--- src/rtl/shift_pkg.sv ---
// rtl/shift_pkg.sv - shared mode and direction types for the universal shift register
package shift_pkg;

    typedef enum logic [1:0] {
        SM_HOLD = 2'b00,
        SM_UP   = 2'b01,
        SM_DOWN = 2'b10,
        SM_LOAD = 2'b11
    } shift_mode_t;

    typedef enum logic [1:0] {
        DIR_NONE = 2'b00,
        DIR_UP   = 2'b01,
        DIR_DOWN = 2'b10
    } dir_t;

endpackage

--- src/rtl/shift_frame_counter.sv ---
// rtl/shift_frame_counter.sv - counts same-direction shifts, pulses frame_done every WIDTH shifts
module shift_frame_counter
    import shift_pkg::*;
#(
    parameter int WIDTH = 8,
    parameter int CNT_W = $clog2(WIDTH + 1)
) (
    input  logic             clk,
    input  logic             clr,
    input  logic             shift_en,
    input  dir_t             dir,
    input  logic             load,
    output logic [CNT_W-1:0] count,
    output logic             frame_done
);

    localparam logic [CNT_W-1:0] ONE  = CNT_W'(1);
    localparam logic [CNT_W-1:0] LAST = CNT_W'(WIDTH - 1);

    dir_t             last_dir;
    dir_t             last_dir_nxt;
    logic [CNT_W-1:0] count_nxt;
    logic             done_nxt;

    always_ff @(posedge clk or negedge clr) begin
        if (!clr) begin
            count      <= '0;
            last_dir   <= DIR_NONE;
            frame_done <= 1'b0;
        end else begin
            count      <= count_nxt;
            last_dir   <= last_dir_nxt;
            frame_done <= done_nxt;
        end
    end

    // A direction change restarts the frame with this shift as its first;
    // completing a frame keeps last_dir so back-to-back frames run on.
    always_comb begin
        count_nxt    = count;
        last_dir_nxt = last_dir;
        done_nxt     = 1'b0;
        if (load) begin
            count_nxt    = '0;
            last_dir_nxt = DIR_NONE;
        end else if (shift_en) begin
            if (dir == last_dir) begin
                if (count == LAST) begin
                    count_nxt = '0;
                    done_nxt  = 1'b1;
                end else begin
                    count_nxt = count + ONE;
                end
            end else begin
                count_nxt    = ONE;
                last_dir_nxt = dir;
            end
        end
    end

endmodule

--- src/rtl/param_universal_shift_reg.sv ---
// rtl/param_universal_shift_reg.sv - WIDTH-bit bidirectional shift register with parallel load and frame counter
module param_universal_shift_reg
    import shift_pkg::*;
#(
    parameter int WIDTH = 8,
    parameter int CNT_W = $clog2(WIDTH + 1)
) (
    input  logic             clk,
    input  logic             clr,
    input  logic             E,
    input  logic [1:0]       mode,
    input  logic             sin_lo,
    input  logic             sin_hi,
    input  logic [WIDTH-1:0] P,
    output logic [WIDTH-1:0] Q,
    output logic             sout_hi,
    output logic             sout_lo,
    output logic [CNT_W-1:0] count,
    output logic             frame_done
);

    shift_mode_t mode_s;
    logic        shift_en;
    logic        load;
    dir_t        dir;

    assign mode_s   = shift_mode_t'(mode);
    assign shift_en = E && (mode_s == SM_UP || mode_s == SM_DOWN);
    assign load     = E && (mode_s == SM_LOAD);
    assign dir      = (mode_s == SM_UP)   ? DIR_UP :
                      (mode_s == SM_DOWN) ? DIR_DOWN : DIR_NONE;

    always_ff @(posedge clk or negedge clr) begin
        if (!clr) begin
            Q <= '0;
        end else if (E) begin
            case (mode_s)
                SM_UP:   Q <= {Q[WIDTH-2:0], sin_lo};
                SM_DOWN: Q <= {sin_hi, Q[WIDTH-1:1]};
                SM_LOAD: Q <= P;
                default: Q <= Q;
            endcase
        end
    end

    assign sout_hi = Q[WIDTH-1];
    assign sout_lo = Q[0];

    shift_frame_counter #(
        .WIDTH (WIDTH),
        .CNT_W (CNT_W)
    ) u_frame_counter (
        .clk        (clk),
        .clr        (clr),
        .shift_en   (shift_en),
        .dir        (dir),
        .load       (load),
        .count      (count),
        .frame_done (frame_done)
    );

endmodule

--- config.mk ---
export PLATFORM = sky130hd
export DESIGN_NAME = param_universal_shift_reg
export DESIGN_NICKNAME = d
export VERILOG_FILES = /design/src/rtl/shift_pkg.sv /design/src/rtl/shift_frame_counter.sv /design/src/rtl/param_universal_shift_reg.sv
export SDC_FILE = /design/constraint.sdc
export NUM_CORES = 1
export LEC_CHECK = 0
export CAP_MARGIN = 5
export CORE_MARGIN = 5
export CORE_UTILIZATION = 40
export DETAILED_ROUTE_END_ITERATION = 8
export PLACE_DENSITY_LB_ADDON = 0.1
export SYNTH_ARGS = -nofsm -noshare
export SYNTH_HDL_FRONTEND = slang
export SYNTH_SLANG_ARGS = --single-unit
export TNS_END_PERCENT = 10
--- constraint.sdc ---
create_clock -name clk -period 1.05 [get_ports clk]
set_input_delay 0.21 -clock clk [delete_from_list [all_inputs] [get_ports clk]]
set_output_delay 0.21 -clock clk [all_outputs]
set_load 0.01 [all_outputs]
==> results.md, run 1 <==
- Die X-Extent: 57.4 µm
- Clock latency reported for the late side of the worst-skew pair: 280 ps
- Area delta synth->final: 67.2%
- Lkg Pwr: slightly above 0.0007 µW
- Post-synthesis register bit count: 15
- TritonCTS clock tree: built
- GRT Total Usage: 14.9%
- Proportion of layout cells with a drive suffix above 1: between 40 and 50%
- Worst-path maximum fanout: 3
- Category of the most critical setup path: flip-flop to flip-flop
- Data required time of the critical path: 1210 ps
- Global-route wire length before repair: roughly 4000 µm
- Mean area per synthesized cell: 9.97 µm²
- Row count: 17
- Critical Path Source Type: flip-flop
- Count of mapped cells out of synthesis: 90
- Clk sink count: 15
- Cell with the largest stage delay on the worst path: dfrtp_1
- Leading cell types by total area after synthesis: dfrtp_1 (42%), ha_1 (8.4%), a22o_1 (7.8%), o21ai_1 (7.3%), nand2_1 (4.6%)
- Max incr delay on CP: 410 ps
- Number of detailed-route iterations in the first pass: 4
- Overall overflow remaining after global route: 0
- Number of filler cells placed in the layout: 169
- Net count, final: 166
- Number of maximum-capacitance violations: 0
- Vias in the first global route: between 800 and 900
- Clock buffers created by TritonCTS: 3
- Deepest level of the CTS H-tree: 1
- Final design instance area without fill: 1500 µm²
- Number of warning messages in the yosys log: 0
- Synth Flop Type: dfrtp_1
- Crit path DAT: 1420 ps
- Largest net degree at the start of global routing: 17
- Via-per-instance ratio: 5.01
- Distinct cells, synth: 27
- Ant. Diodes: 0
- Crit path buf inv count: 1
- Flip-flop and latch area: 375 µm²
- Setup WS post-layout: -217 ps
- Clock root buffer: clkbuf_4
- Most repeated cell in the gate-level netlist after synthesis: dfrtp_1
- Final HPWL from detailed placement: 1660 µm
- Synth Net Count: about 110
- Kind of cell adding the most delay to the critical path: flip-flops
- Violated checks: negative setup slack
- Most common library cells after synthesis: dfrtp_1 (15), o21ai_1 (13), nand2_1 (11)
- Largest family of logic cells by synthesized area: compound AO/OA/AOI/OAI gates
- Placed Area: 1400 µm²
- Reg-to-reg slack, setup: -220 ps
- Setup repair after global routing missed its margin: yes
- Number of setup violations in the final report: 11
- Max clock buf depth: 2
- Worst-case headroom to the max-slew limit: between 80% and 90%
- Count of antenna-violating nets left after detailed routing: 0
- Placed cells: roughly 160
- Initial Util: 41.3%
- Post-layout min period: 1270 ps
- Footprint of the multi-input gates: 629 µm²
- Area share of xor/xnor cells in the synthesized design: 1.95%
- Count of vias placed by the detailed router: 861
- First element of the critical path: u_frame_counter.last_dir[1]
- Routed wire per std cell: 13.2 µm
- Run status: finished, violations left
- EDFF count, synth: 0
- Die footprint: 3290 µm²
- Pin slew with the least headroom to its limit: 243 ps
- Area share of the largest cell type after synthesis: 41.8%
- Routability Congestion: around 0.79
- Reg clk slew, reported paths: 90 ps
- Count of boundary I/O pins: 30
- Cell-by-cell listing of the critical path: xor2_2 > nor2_4 > buf_4 > a22oi_2 > o41ai_4
- Area of the core: 2170 µm²
- F_max: 789 MHz
- Critical Path End Type: flip-flop
- Post-synthesis async set-or-reset flop share: 100%
- Max-slew violation count: 0
- Die Span Y: 57.4 µm
- Count of input and output buffers: 29
- Cell Area, Synth: 897 µm²
- Fraction of the mapped netlist area in simple logic gates: about 15%
- Compound-gate portion of the synthesized area: 25.4%
- DR iter-0 viols: 17
- Post-Synth Adder-Cell Area: ~8.4%
- Worst hold path class: input pin to asynchronous set/reset pin
- Share of the clock period used by the worst path after layout: 121%
- Total power density per cell area: 1340 nW/µm²
- Total wirelength of the detailed-routed design: 2260 µm
- Initial antenna violation count: 0
- Top cell type by total area after synthesis: dfrtp_1
- Drt drc: 0
- Worst Clk Skew: 0.387 ps
- Sequential cell area fraction in the yosys report: 41.8%
- Portion of netlist area occupied by mux cells: around 2.5%
- Post-route non-filler standard cell count: 172
- Max IR drop VDD: 0.000975 V
- Reg2Reg Launch Point: u_frame_counter.last_dir[1]
- Number of hold-repair buffers added at the cts stage: 0
- Final number of hold-violating endpoints: 0
[flip-flops by register name, indices dropped and copies added (netlist names)]
signal and count:
Q 8, u_frame_counter.count 4, u_frame_counter.last_dir 2, u_frame_counter.frame_done 1
[cell families (layout without fill, tap and decap cells)]
group,Yosys count,after routing
xor+xnor,2,2
buf+inv,8,62
mux,2,2
fa+ha+maj,6,6
simple gates,23,23
compound gates,34,34
flops,15,15
[layer usage]
layer	vias up	part of all wire, %	global-route usage [%]
li1	436	-	-
met4	0	0.62	5.30
met5	-	0	0
met3	2	6.3	4.52
met2	21	49	22.3
met1	402	44	20.4
[worst paths after layout]
| check | endpoint | cells after the start |
|---|---|---|
| hold reg to reg | u_frame_counter.last_dir[1] | 1 |
| min in group clk | u_frame_counter.last_dir[0] | 3 |
| hold / removal | Q[7] | 2 |
| setup reg to reg | u_frame_counter.count[3] | 5 |
| setup / recovery | u_frame_counter.count[3] | 5 |
| max in group asynchronous | u_frame_counter.last_dir[0] | 2 |
[what timing repair did]
item	CTS	global route
cloned	0	0
pin swaps	5	6
endpoints found under the setup margin	30	28
resized for setup	71	15
setup buffers	5	2
[per-stage QoR]
stage | worst slack [ps] | TNS [ps] | utilization (%) | power, µW | hold slack (ps)
global route | -282 | -2050 | 69.1 | 2160 | 239
CTS | -263 | -1640 | 64.2 | 1910 | 229
detailed placement | -926 | -13410 | 64.4 | 1610 | 544
finish | -217 | -1050 | 69.1 | 2010 | 238
floorplan | -132 | -1640 | - | 1150 | -85.6
global placement | -836 | -12410 | 64.4 | 1600 | 538
[placed cells by master (no fill, tap or decap), types with 2 or more instances in the layout]
cell type	instances
buf_4	25
dfrtp_1	15
buf_2	14
o21ai_1	12
clkdlybuf4s50_1	12
nand2_1	10
a22o_1	8
a21oi_1	7
ha_4	4
clkbuf_4	4
nor2_4	2
mux2_1	2
ha_2	2
buf_6	2
[layout make-up]
cell class | instances | area share, %
Inverter | 3 | 1.00
Timing Repair Buffer | 55 | 27.9
Tap cell | 28 | 2.34
Clock buffer | 4 | 1.75
Multi-Input combinational cell | 67 | 42.0
Sequential cell | 15 | 25.0
[where the power goes]
group	internal (µW)	total [µW]	switching (µW)
Clock	147	330	183
Combinational	508	947	439
Sequential	675	735	59.9
Power figures use the tool's default switching activity.
==> inputs of run 2 (changes only) <==
MAX_ROUTING_LAYER = met4   (was unset)
RECOVER_POWER = 100   (was unset)
==> results.md, run 2 (same netlist as run 1, synthesis figures left out) <==
- Number of maximum-capacitance violations: 0
- Power share of the clock group: 16.5%
- Number of hold-repair buffers added at the cts stage: 0
- Die X-Extent: 57.4 µm
- Critical Path End Type: flip-flop
- Internal power summed over all cells: 1330 µW
- Deepest level of the CTS H-tree: 1
- Total wirelength of the detailed-routed design: 2250 µm
- DR iter-0 viols: 14
- Violated checks: negative setup slack
- Count of vias placed by the detailed router: roughly 860
- Lkg Pwr: 0.000706 µW
- Run status: finished, violations left
- Most common cell after layout, fill and taps aside: buf_4
- Fraction of power spent switching nets: 33.9%
- Total power density per cell area: 1340 nW/µm²
- Cell-by-cell listing of the critical path: xor2_2 > nor2_4 > buf_4 > a22oi_2 > o41ai_4
- Row count: 17
- Global-route wire length before repair: 3880 µm
- Leading cell types in the layout, fill and taps excluded: buf_4 (24), dfrtp_1 (15), buf_2 (13), o21ai_1 (12), clkdlybuf4s50_1 (11)
- Max clock buf depth: 2
- Overall overflow remaining after global route: 0
- Ant. Diodes: 0
- Power dissipated by switching net loads: roughly 680 µW
- Worst Clk Skew: approximately 0.4 ps
- Register with the highest flop count: Q
- GRT Total Usage: 15.4%
- Pin slew with the least headroom to its limit: approximately 380 ps
- F_max: 790 MHz
- Net count, final: 166
- Category of the most critical setup path: flip-flop to flip-flop
- Share of the clock period used by the worst path after layout: 121%
- Vias in the first global route: just under 900
- Reg clk slew, reported paths: 90 ps
- Finished Core Util: slightly below 70%
- Setup WS post-layout: -216 ps
- Initial Util: 41.3%
- Pre-CTS setup slack: -926 ps
- Number of detailed-route iterations in the first pass: 4
- TritonCTS clock tree: built
- Setup repair after global routing missed its margin: yes
- Post-layout total power: 2010 µW
- Final HPWL from detailed placement: about 1700 µm
- Die footprint: 3290 µm²
- Clock buffers created by TritonCTS: 3
- Crit path DAT: 1420 ps
- Count of antenna-violating nets left after detailed routing: 0
- Worst-path maximum fanout: 3
- Drt drc: 0
- Worst-case headroom to the max-slew limit: 74.5%
- Count of input and output buffers: 29
- Die Span Y: 57.4 µm
- Final number of hold-violating endpoints: 0
- Area of the core: ~2200 µm²
- Largest registers ranked by flip-flop count: Q x8, u_frame_counter.count x4, u_frame_counter.last_dir x2
- Clk sink count: 15
- Largest net degree at the start of global routing: 17
- Max-slew violation count: 0
- Data required time of the critical path: approximately 1200 ps
- Worst slack on hold paths: between 300 and 400 ps
- Area delta synth->final: 66.9%
- Routed wire per std cell: approximately 13 µm
- Cell with the largest stage delay on the worst path: dfrtp_1
- Routability Congestion: 0.797
- Count of boundary I/O pins: 30
- Worst hold path class: input pin to asynchronous set/reset pin
- Max IR drop VDD: 0.000972 V
- Largest register FFs: 8
- Relative contribution of sequential cells to total power: around 37%
- Max incr delay on CP: about 400 ps
- Setup TNS: -1050 ps
- Clock latency reported for the late side of the worst-skew pair: 280 ps
- Post-layout min period: 1270 ps
- Initial antenna violation count: 0
- Power share of the combinational group: 47.0%
- Number of setup violations in the final report: 11
- Proportion of layout cells with a drive suffix above 1: a little under half
- Critical Path Source Type: flip-flop
- Via-per-instance ratio: approximately 5
- Clock root buffer: clkbuf_4
-- run 2: cell types whose count changed in the layout (fill, tap and decap cells not counted), sizes merged --
cell / before / now
buf: 41 / 39
clkbuf: 5 / 7
clkdlybuf4s50: 12 / 11
dlygate4sd3: 0 / 1
-- run 2: layout make-up --
cell class | count | area (µm²)
clock buffer | 4 | 26.3
fill | 168 | 672
inverter | 3 | 15.0
multi-input combinational | 67 | 629
sequential | 15 | 375
tap | 28 | 35.0
timing repair buffer | 55 | 417
-- run 2: repair_timing --
action,in CTS,in global routing
gates resized for setup,71,15
buffers inserted,5,2
pin swaps,5,6
endpoints found under the setup margin,30,28
-- run 2: layer usage --
metal	share of wire [%]	wire (µm)	global-route usage, %
met1	45	1020	20.8
met2	49	1100	22.3
met3	4.9	111	3.85
met4	0.89	20	5.30
met5	0	0	-
-- run 2: worst max-delay path: cells and delay by family, from the launching register on --
kind / cells / cell delay, ps
buffers and inverters: 1 / 140
and+or+nand+nor: 1 / 70
xor gates and xnor gates: 1 / 240
AOI/OAI and AO/OA: 2 / 290
DFF: 1 / 410
-- run 2: stage by stage --
step / instances / instance area, µm²
after global placement: 161 / 1400
after detailed placement: 161 / 1400
after floorplan: 90 / 965
final: 172 / 1500
after CTS: 170 / 1390
after global routing: 172 / 1500
-- run 2: power groups by stage --
stage | Sequential, µW | Clock [µW] | Combinational, µW
after detailed placement | 758 | 0 | 850
final | 735 | 331 | 944
after CTS | 731 | 350 | 825
after global routing | 753 | 378 | 1030
after global placement | 754 | 0 | 841
after floorplan | 821 | 0 | 333
-- run 2: path summary, 6_finish.rpt --
kind	start	endpoint	slack [ps]	cells after the start
max	u_frame_counter.last_dir[1]	u_frame_counter.count[3]	-220	5
min	clr	Q[7]	370	2
max reg2reg	u_frame_counter.last_dir[1]	u_frame_counter.count[3]	-220	5
min reg2reg	u_frame_counter.last_dir[1]	u_frame_counter.last_dir[1]	570	1
max in group asynchronous	clr	u_frame_counter.frame_done	410	2
min in group clk	mode[0]	u_frame_counter.last_dir[0]	400	3
